File: config.mk
export PLATFORM = sky130hd
export DESIGN_NAME = instr_encode_loader
export DESIGN_NICKNAME = d
export VERILOG_FILES = /design/src/rtl/mips_isa_pkg.sv /design/src/rtl/instr_field_encoder.sv /design/src/rtl/instr_encode_loader.sv
export SDC_FILE = /design/constraint.sdc
export NUM_CORES = 1
export LEC_CHECK = 0
export BUFFER_PORTS_ARGS = -buffer_cell sky130_fd_sc_hd__buf_2
export CORE_UTILIZATION = 45
export CTS_CLUSTER_SIZE = 8
export DETAILED_ROUTE_END_ITERATION = 12
export PLACE_DENSITY = 0.78
export SKIP_CTS_REPAIR_TIMING = 1
export SLEW_MARGIN = 20
export SYNTH_ARGS = -nofsm -noshare
export SYNTH_HDL_FRONTEND = slang
export SYNTH_SLANG_ARGS = --single-unit
export TNS_END_PERCENT = 50
File: constraint.sdc
create_clock -name clk -period 2.8 [get_ports clk]
set_clock_uncertainty 0.1 [all_clocks]
set_input_delay 0.7 -clock clk [delete_from_list [all_inputs] [get_ports clk]]
set_output_delay 0.7 -clock clk [all_outputs]
set_load 0.02 [all_outputs]
File: src/rtl/mips_isa_pkg.sv
// Shared MIPS-subset ISA definitions: mnemonic codes, opcode/funct values and
// instruction field positions, common to the instruction encoder and a decoder.
package mips_isa_pkg;

  typedef enum logic [3:0] {
    OP_ADD  = 4'd0,
    OP_ADDU = 4'd1,
    OP_SUB  = 4'd2,
    OP_AND  = 4'd3,
    OP_ADDI = 4'd4,
    OP_LW   = 4'd5,
    OP_SW   = 4'd6,
    OP_BEQ  = 4'd7,
    OP_J    = 4'd8
  } op_e;

  localparam logic [5:0] OPC_RTYPE = 6'h00;
  localparam logic [5:0] OPC_J     = 6'h02;
  localparam logic [5:0] OPC_BEQ   = 6'h04;
  localparam logic [5:0] OPC_ADDI  = 6'h08;
  localparam logic [5:0] OPC_LW    = 6'h23;
  localparam logic [5:0] OPC_SW    = 6'h2B;

  localparam logic [5:0] FUNCT_ADD  = 6'h20;
  localparam logic [5:0] FUNCT_ADDU = 6'h21;
  localparam logic [5:0] FUNCT_SUB  = 6'h22;
  localparam logic [5:0] FUNCT_AND  = 6'h24;

  // Least-significant bit of each field within the 32-bit instruction word.
  localparam int unsigned OPC_LSB   = 32'd26;
  localparam int unsigned RS_LSB    = 32'd21;
  localparam int unsigned RT_LSB    = 32'd16;
  localparam int unsigned RD_LSB    = 32'd11;
  localparam int unsigned SHAMT_LSB = 32'd6;

  function automatic logic op_is_legal(input logic [3:0] op);
    return (op <= OP_J);
  endfunction

endpackage

File: src/rtl/instr_field_encoder.sv
// Combinational field-to-word encoder for the MIPS-subset mnemonics; any
// illegal mnemonic code encodes to an all-zero word.
module instr_field_encoder
  import mips_isa_pkg::*;
(
  input  logic [3:0]  op_i,
  input  logic [4:0]  rs_i,
  input  logic [4:0]  rt_i,
  input  logic [4:0]  rd_i,
  input  logic [4:0]  shamt_i,
  input  logic [15:0] imm_i,
  input  logic [25:0] adr_i,
  output logic [31:0] word_o
);

  logic [31:0] regs_s;
  logic [31:0] rtype_s;
  logic [31:0] itype_s;

  // Field placement shared by the R and I formats.
  always_comb begin
    regs_s  = (32'(rs_i) << RS_LSB) | (32'(rt_i) << RT_LSB);
    rtype_s = (32'(OPC_RTYPE) << OPC_LSB) | regs_s
            | (32'(rd_i) << RD_LSB) | (32'(shamt_i) << SHAMT_LSB);
    itype_s = regs_s | 32'(imm_i);
  end

  // Opcode / funct selection per mnemonic.
  always_comb begin
    word_o = 32'h0000_0000;
    case (op_i)
      OP_ADD:  word_o = rtype_s | 32'(FUNCT_ADD);
      OP_ADDU: word_o = rtype_s | 32'(FUNCT_ADDU);
      OP_SUB:  word_o = rtype_s | 32'(FUNCT_SUB);
      OP_AND:  word_o = rtype_s | 32'(FUNCT_AND);
      OP_ADDI: word_o = (32'(OPC_ADDI) << OPC_LSB) | itype_s;
      OP_LW:   word_o = (32'(OPC_LW) << OPC_LSB) | itype_s;
      OP_SW:   word_o = (32'(OPC_SW) << OPC_LSB) | itype_s;
      OP_BEQ:  word_o = (32'(OPC_BEQ) << OPC_LSB) | itype_s;
      OP_J:    word_o = (32'(OPC_J) << OPC_LSB) | 32'(adr_i);
      default: word_o = 32'h0000_0000;
    endcase
  end

endmodule

File: src/rtl/instr_encode_loader.sv
// Instruction loader: encodes MIPS-subset fields and writes them to instruction
// memory from base_addr onward. Define ENC_ILLEGAL_CHECK_EN to reject illegal ops.
module instr_encode_loader
  import mips_isa_pkg::*;
#(
  parameter int unsigned DEPTH = 256
) (
  input  logic                     clk,
  input  logic                     rst_n,
  input  logic                     start,
  input  logic [$clog2(DEPTH)-1:0] base_addr,
  input  logic                     in_valid,
  output logic                     in_ready,
  input  logic [3:0]               op,
  input  logic [4:0]               rs,
  input  logic [4:0]               rt,
  input  logic [4:0]               rd,
  input  logic [4:0]               shamt,
  input  logic [15:0]              imm,
  input  logic [25:0]              adr,
  output logic                     imem_we,
  output logic [$clog2(DEPTH)-1:0] imem_addr,
  output logic [31:0]              imem_wdata,
  output logic [$clog2(DEPTH):0]   count,
  output logic                     done,
  output logic                     err
);

  localparam int unsigned AW       = $clog2(DEPTH);
  localparam logic [AW:0] CNT_ONE  = (AW+1)'(32'd1);
  localparam logic [AW:0] CNT_LAST = (AW+1)'(DEPTH - 32'd1);

  typedef enum logic [1:0] {
    ST_IDLE = 2'd0,
    ST_LOAD = 2'd1,
    ST_DONE = 2'd2
  } state_e;

  state_e        state_q, state_d;
  logic [AW:0]   count_q, count_d;
  logic [AW-1:0] base_q, base_d;
  logic          we_q, we_d;
  logic [AW-1:0] addr_q, addr_d;
  logic [31:0]   wdata_q, wdata_d;
  logic          err_q, err_d;
  logic [31:0]   enc_word_s;
  logic          xfer_s;
  logic          reject_s;

  instr_field_encoder u_enc (
    .op_i    (op),
    .rs_i    (rs),
    .rt_i    (rt),
    .rd_i    (rd),
    .shamt_i (shamt),
    .imm_i   (imm),
    .adr_i   (adr),
    .word_o  (enc_word_s)
  );

`ifdef ENC_ILLEGAL_CHECK_EN
  assign reject_s = !op_is_legal(op);
`else
  assign reject_s = 1'b0;
`endif

  assign in_ready = (state_q == ST_LOAD) && !start;
  assign xfer_s   = in_valid && in_ready;

  // Next-state: session restart, rejected transfer, or accepted transfer.
  always_comb begin
    state_d = state_q;
    count_d = count_q;
    base_d  = base_q;
    we_d    = 1'b0;
    addr_d  = addr_q;
    wdata_d = wdata_q;
    err_d   = 1'b0;
    if (start) begin
      state_d = ST_LOAD;
      count_d = {(AW+1){1'b0}};
      base_d  = base_addr;
    end else if (xfer_s && reject_s) begin
      err_d = 1'b1;
    end else if (xfer_s) begin
      // Address is captured now so a restart next cycle cannot move this write.
      we_d    = 1'b1;
      addr_d  = base_q + count_q[AW-1:0];
      wdata_d = enc_word_s;
      count_d = count_q + CNT_ONE;
      if (count_q == CNT_LAST) begin
        state_d = ST_DONE;
      end else begin
        state_d = ST_LOAD;
      end
    end else begin
      state_d = state_q;
    end
  end

  // State, counter and write-port registers.
  always_ff @(posedge clk or negedge rst_n) begin
    if (!rst_n) begin
      state_q <= ST_IDLE;
      count_q <= {(AW+1){1'b0}};
      base_q  <= {AW{1'b0}};
      we_q    <= 1'b0;
      addr_q  <= {AW{1'b0}};
      wdata_q <= 32'h0000_0000;
      err_q   <= 1'b0;
    end else begin
      state_q <= state_d;
      count_q <= count_d;
      base_q  <= base_d;
      we_q    <= we_d;
      addr_q  <= addr_d;
      wdata_q <= wdata_d;
      err_q   <= err_d;
    end
  end

  assign imem_we    = we_q;
  assign imem_addr  = addr_q;
  assign imem_wdata = wdata_q;
  assign count      = count_q;
  assign done       = (state_q == ST_DONE);
  assign err        = err_q;

endmodule

After elaboration in Yosys (flattened, before gate mapping)
Cells that the tools add are included.
{ "totals": {"wordCells": 38, "inputBits": 78, "ff_bits": 60, "out_inout_bits": 53} }
{ "classes": {"n_eq_ne": 11, "n_bitwise": 5, "n_reduce_logical": 6, "addsub": 2, "muxes": 8} }
{ "op_table": {"columns": ["op", "count"], "rows": [
  ["case mux 32 bit (9 select lines)", 1],
  ["bitwise OR 32 x 16 -> 32 bit", 2],
  ["bitwise OR 32 x 11 -> 32 bit", 1],
  ["bitwise OR 26 x 21 -> 26 bit", 1],
  ["two-way mux 9 bit", 2],
  ["equality test 4 x 3 -> 1 bit (second input constant)", 4],
  ["adder 9 x 1 -> 9 bit (second input constant)", 1],
  ["equality test 9 x 8 -> 1 bit (second input constant)", 1],
  ["adder 8 bit", 1],
  ["equality test 4 x 2 -> 1 bit (second input constant)", 2],
  ["two-way mux 2 bit", 3],
  ["equality test 4 x 1 -> 1 bit (second input constant)", 1],
  ["equality test 4 bit (second input constant)", 1],
  ["logical NOT 4 bit", 1],
  ["equality test 2 x 1 -> 1 bit (second input constant)", 1],
  ["equality test 2 bit (second input constant)", 1],
  ["logical AND 1 bit", 2],
  ["two-way mux 1 bit", 2],
  ["AND reduction 2 bit", 1],
  ["nonzero test 2 bit", 1],
  ["logical NOT 1 bit", 1],
  ["inverter 1 bit", 1]
]} }

Logic depth before layout (Yosys ltp)
{ "logic_depth": {"word_depth": 5, "ltp_mapped": 7, "mapped_depth_nobuf": 7} }

By module
A second synthesis with hierarchy kept.
{ "hier_totals": {"hier_cells": 379, "area_unflattened_um2": 3283.1} }
{ "modules_own_cells": {"columns": ["module", "seq_area_each_um2", "cells_each", "n_inst", "area_per_inst_um2"], "rows": [
  ["instr_encode_loader", 1501.4, 286, 1, 2720.1],
  ["instr_field_encoder", 0.0, 93, 1, 563.0]
]} }

Worst setup path after synthesis
OpenSTA, ideal clock, no wires.
{ "synth_path": {"kind": "input-to-output", "from": "input port start", "to": "output port in_ready", "path_buffers": 1, "path_slack_ns": 0.575, "arrival_ns": 1.425, "required_time_ns": 2.000, "path_stages": 2, "path_cell_list": "clkbuf_1 -> nor3b_1"} }
{ "synth_via": {"elab_chain_cells": 2} }
{ "synth_lines": {"columns": ["element", "line_no", "rtl"], "rows": [
  ["from (decl)", "instr_encode_loader.sv:10", "input logic start,"],
  ["logical NOT 1 bit", "instr_encode_loader.sv:67", "assign in_ready = (state_q == ST_LOAD) && !start;"],
  ["logical AND 1 bit", "instr_encode_loader.sv:67", null],
  ["to (decl)", "instr_encode_loader.sv:13", "output logic in_ready,"]
]} }
Every way passes these cells.

Final worst setup path
Ends and elaborated chain as after synthesis.

==> metrics.md <==
| Metric | Value |
|---|---|
| Unique cell type count in the Yosys netlist | 45 |
| Critical Path RT | 2000 ps |
| Initial DRC Count | 147 |
| Mux cell area share after synthesis | 7.38% |
| Die X | between 80 and 90 um |
| Cell area power density | slightly below 600 nW/um2 |
| R2r setup slk | 800 ps |
| Drt drc | 0 |
| Area growth syn-to-layout | 27.2% |
| Final non-filler cell total | 526 |
| Initial core utilization | roughly 48% |
| Layout cells sized above 1 | 35.2% |
| CTS tree | yes |
| Worst Setup SP | start |
| Worst slew margin | 53.2% |
| Largest family of logic cells by synthesized area | simple AND/OR/NAND/NOR gates |
| Most common flop cell mapped by yosys | dfrtp_1 |
| Busiest grt layer | met2 |
| WL/cell | between 10 and 15 um |
| Die height | 85.1 um |
| Synth Area in Compound Gates | 15.9% |
| RSZ-0062 raised after global routing | false |
| Crit. End Element | output port |
| CP Data Arrival Time | 1350 ps |
| Fin. max-slew vios | 0 |
| Clk_lat worst skew | ~330 ps |
| Global Route Usage Sum | a little under a quarter |
| Row count | 29 |
| Post-route antenna net violation count | 0 |
| Synth Area in Simple Gates | 17.3% |
| CTS sink cnt | 58 |
| Critical Path Fanout Max | 22 |
| Global Route met1 Usage | 29.7% |
| Antenna fix cells | 0 |
| First-pass DRT Iterations | 4 |
| CP peak stage delay | 230 ps |
| Synthesized area | 3100 um2 |
| Final WL | roughly 7700 um |
| Setup-failing EPs final | 0 |
| Post-Synth XOR/XNOR Area | 1.41% |
| Register area share after synthesis | 46.8% |
| Total power | 2320 uW |
| Area contributors post-synth | dfrtp_1, nand2_1, mux2i_1 |
| R2r endpoint | imem_addr[7] |
| Achievable Freq | about 470 MHz |
| Inserted Clock Buffers | 9 |
| Final hold violation count | 0 |
| Worst slew pin tran | 702 ps |
| Depth of the worst register-to-register path | 5 |
| Max H-tree Level | 3 |
| Placed cells | about 500 |
| Worst setup path class | input pin to output port |
| Number of synthesized flops with an enable pin | 0 |
| GR Overflow Total | 0 |
| Startpoint types | input pin |
| Final period util | between 70% and 80% |
| Leading area contributor after synthesis | dfrtp_1 |
| P_leak | roughly 0.0020 uW |
| Min-delay worst type | input pin to asynchronous set/reset pin |
| Worst path cell trace | buf_2 > nor3b_1 > buf_2 |
| Crit-path slowest cell | buf_2 |
| Setup TNS Final | 0 ps |
| I/O Pins | around 130 |
| Clk slew on worst S/H paths | 70 ps |
| Asr flop ratio synth | between 90% and 100% |
| Max VDD drop | 0.252 mV |
| Die area | approximately 7200 um2 |
| Commonest cells post-synth | dfrtp_1, nand2_1, nor2_1, o21ai_0, a21oi_1 |
| Routing usage on met3 | roughly 4.7% |
| Finished Cell Area | ~4000 um2 |
| Synth top area share | 46.8% |
| Critical path's most frequent cell | buf_2 |
| Core Footprint | 6490 um2 |
| Syn. warnings | 0 |
| Detailed Place HPWL | 5540 um |
| Post-synthesis average cell area | 9.55 um2 |
| Routability Congestion | 0.821 |
| Min Tclk post-route | 2150 ps |
| Grt met2 use | 35.4% |
| Synth Register Bits | 58 |
| IO buf count | around 130 |
| Initial antenna violation count | 0 |
| DR vias | about 2,800 |
| Top-count cell post-synth | dfrtp_1 |
| First-pass GRT wire length | 12,800 um |
| CP endpoint | in_ready |
| Vias in the first global route | 2,724 |
| Outcome | complete, no violations |
| Max Cap Viol | 0 |
| # nets final | 532 |
| Synth Instances | approximately 330 |
| Largest net degree at the start of global routing | 63 |
| Root buffer cell | clkbuf_8 |
| Vias per cell | roughly 5.4 |
| CTS max path bufs | 2 |
| Post-DP Area | 3730 um2 |
| Reg-to-reg startpoint | count[1] |
| Post-Synth Adder-Cell Area | 4.27% |
[worst min path at each step]
stage	start	endpoint
after floorplan	rst_n	base_q[0]
after global placement	imem_wdata[29]	imem_wdata[29]
after detailed placement	imem_wdata[29]	imem_wdata[29]
after CTS	rst_n	imem_wdata[2]
after global routing	rst_n	imem_wdata[21]
final	rst_n	imem_wdata[8]
[logic make-up (layout without fill, tap and decap cells)]
logic type,count (synthesis),after routing
buffers and inverters,35,158
AOI/OAI and AO/OA,78,78
adders and majority gates,10,10
DFF,58,58
and+or+nand+nor,116,116
other,1,2
muxes,22,22
xor gates and xnor gates,5,5
[critical path: cells and delay by family]
kind	cells	cell delay [ps]
buf+inv	2	420
simple gates	1	230
[registers in the layout, summed over array words and instances (netlist names)]
register and flops:
base_q 8, state_q 2, count 9, imem_addr 8
imem_we 1, imem_wdata 30
[placed cells by master (no fill, tap or decap), types with 3 or more instances in the layout]
cell and n:
a221oi_1 10, xor2_1 4, dfrtp_1 58, a22oi_1 5, o21ai_0 18, ha_1 9
nor2_1 39, a211oi_1 4, mux2i_1 15, nor3_1 3, nor2b_1 3, nand2_1 42
nand3_1 7, a21oi_1 16, buf_2 128, a21o_1 3, nor3b_1 3, mux2_2 7
inv_1 8, o21ai_1 11, clkbuf_8 10, and3_1 3, buf_4 3, nand2b_1 3
nand3b_1 5
[where the power goes]
| part | leakage (uW) | internal [uW] | switching (uW) | total (uW) |
|---|---|---|---|---|
| Combinational | 0.00119 | 192 | 302 | 494 |
| Sequential | 0.000731 | 926 | 49.7 | 976 |
| Clock | 0.000109 | 522 | 328 | 850 |
| Total | 0.00203 | 1640 | 679 | 2320 |
[final cells by class]
type                       instances  area, um2
fill                             547       2540
inverter                           9       33.8
tap                               77       96.3
sequential                        58       1450
timing repair buffer             133        703
clock buffer                      11        141
clock inverter                     5       77.6
multi-input combinational        233       1450
[through the flow]
step | hold WS (ps) | utilization (%) | worst slack (ps)
floorplan | 304 | - | 575
global placement | 346 | 57.4 | 537
detailed placement | 354 | 57.4 | 466
CTS | 324 | 60.8 | 651
global route | 359 | 60.8 | 585
finish | 309 | 60.8 | 651
[metal layers]
layer	vias to the layer above	routed length, um	part of all wire, %
met5	-	0	0
met4	0	129	1.7
met3	13	522	6.8
met2	108	3620	47
met1	1339	3380	44
li1	1373	-	-
Note: power is estimated with default switching activity, not from simulation.
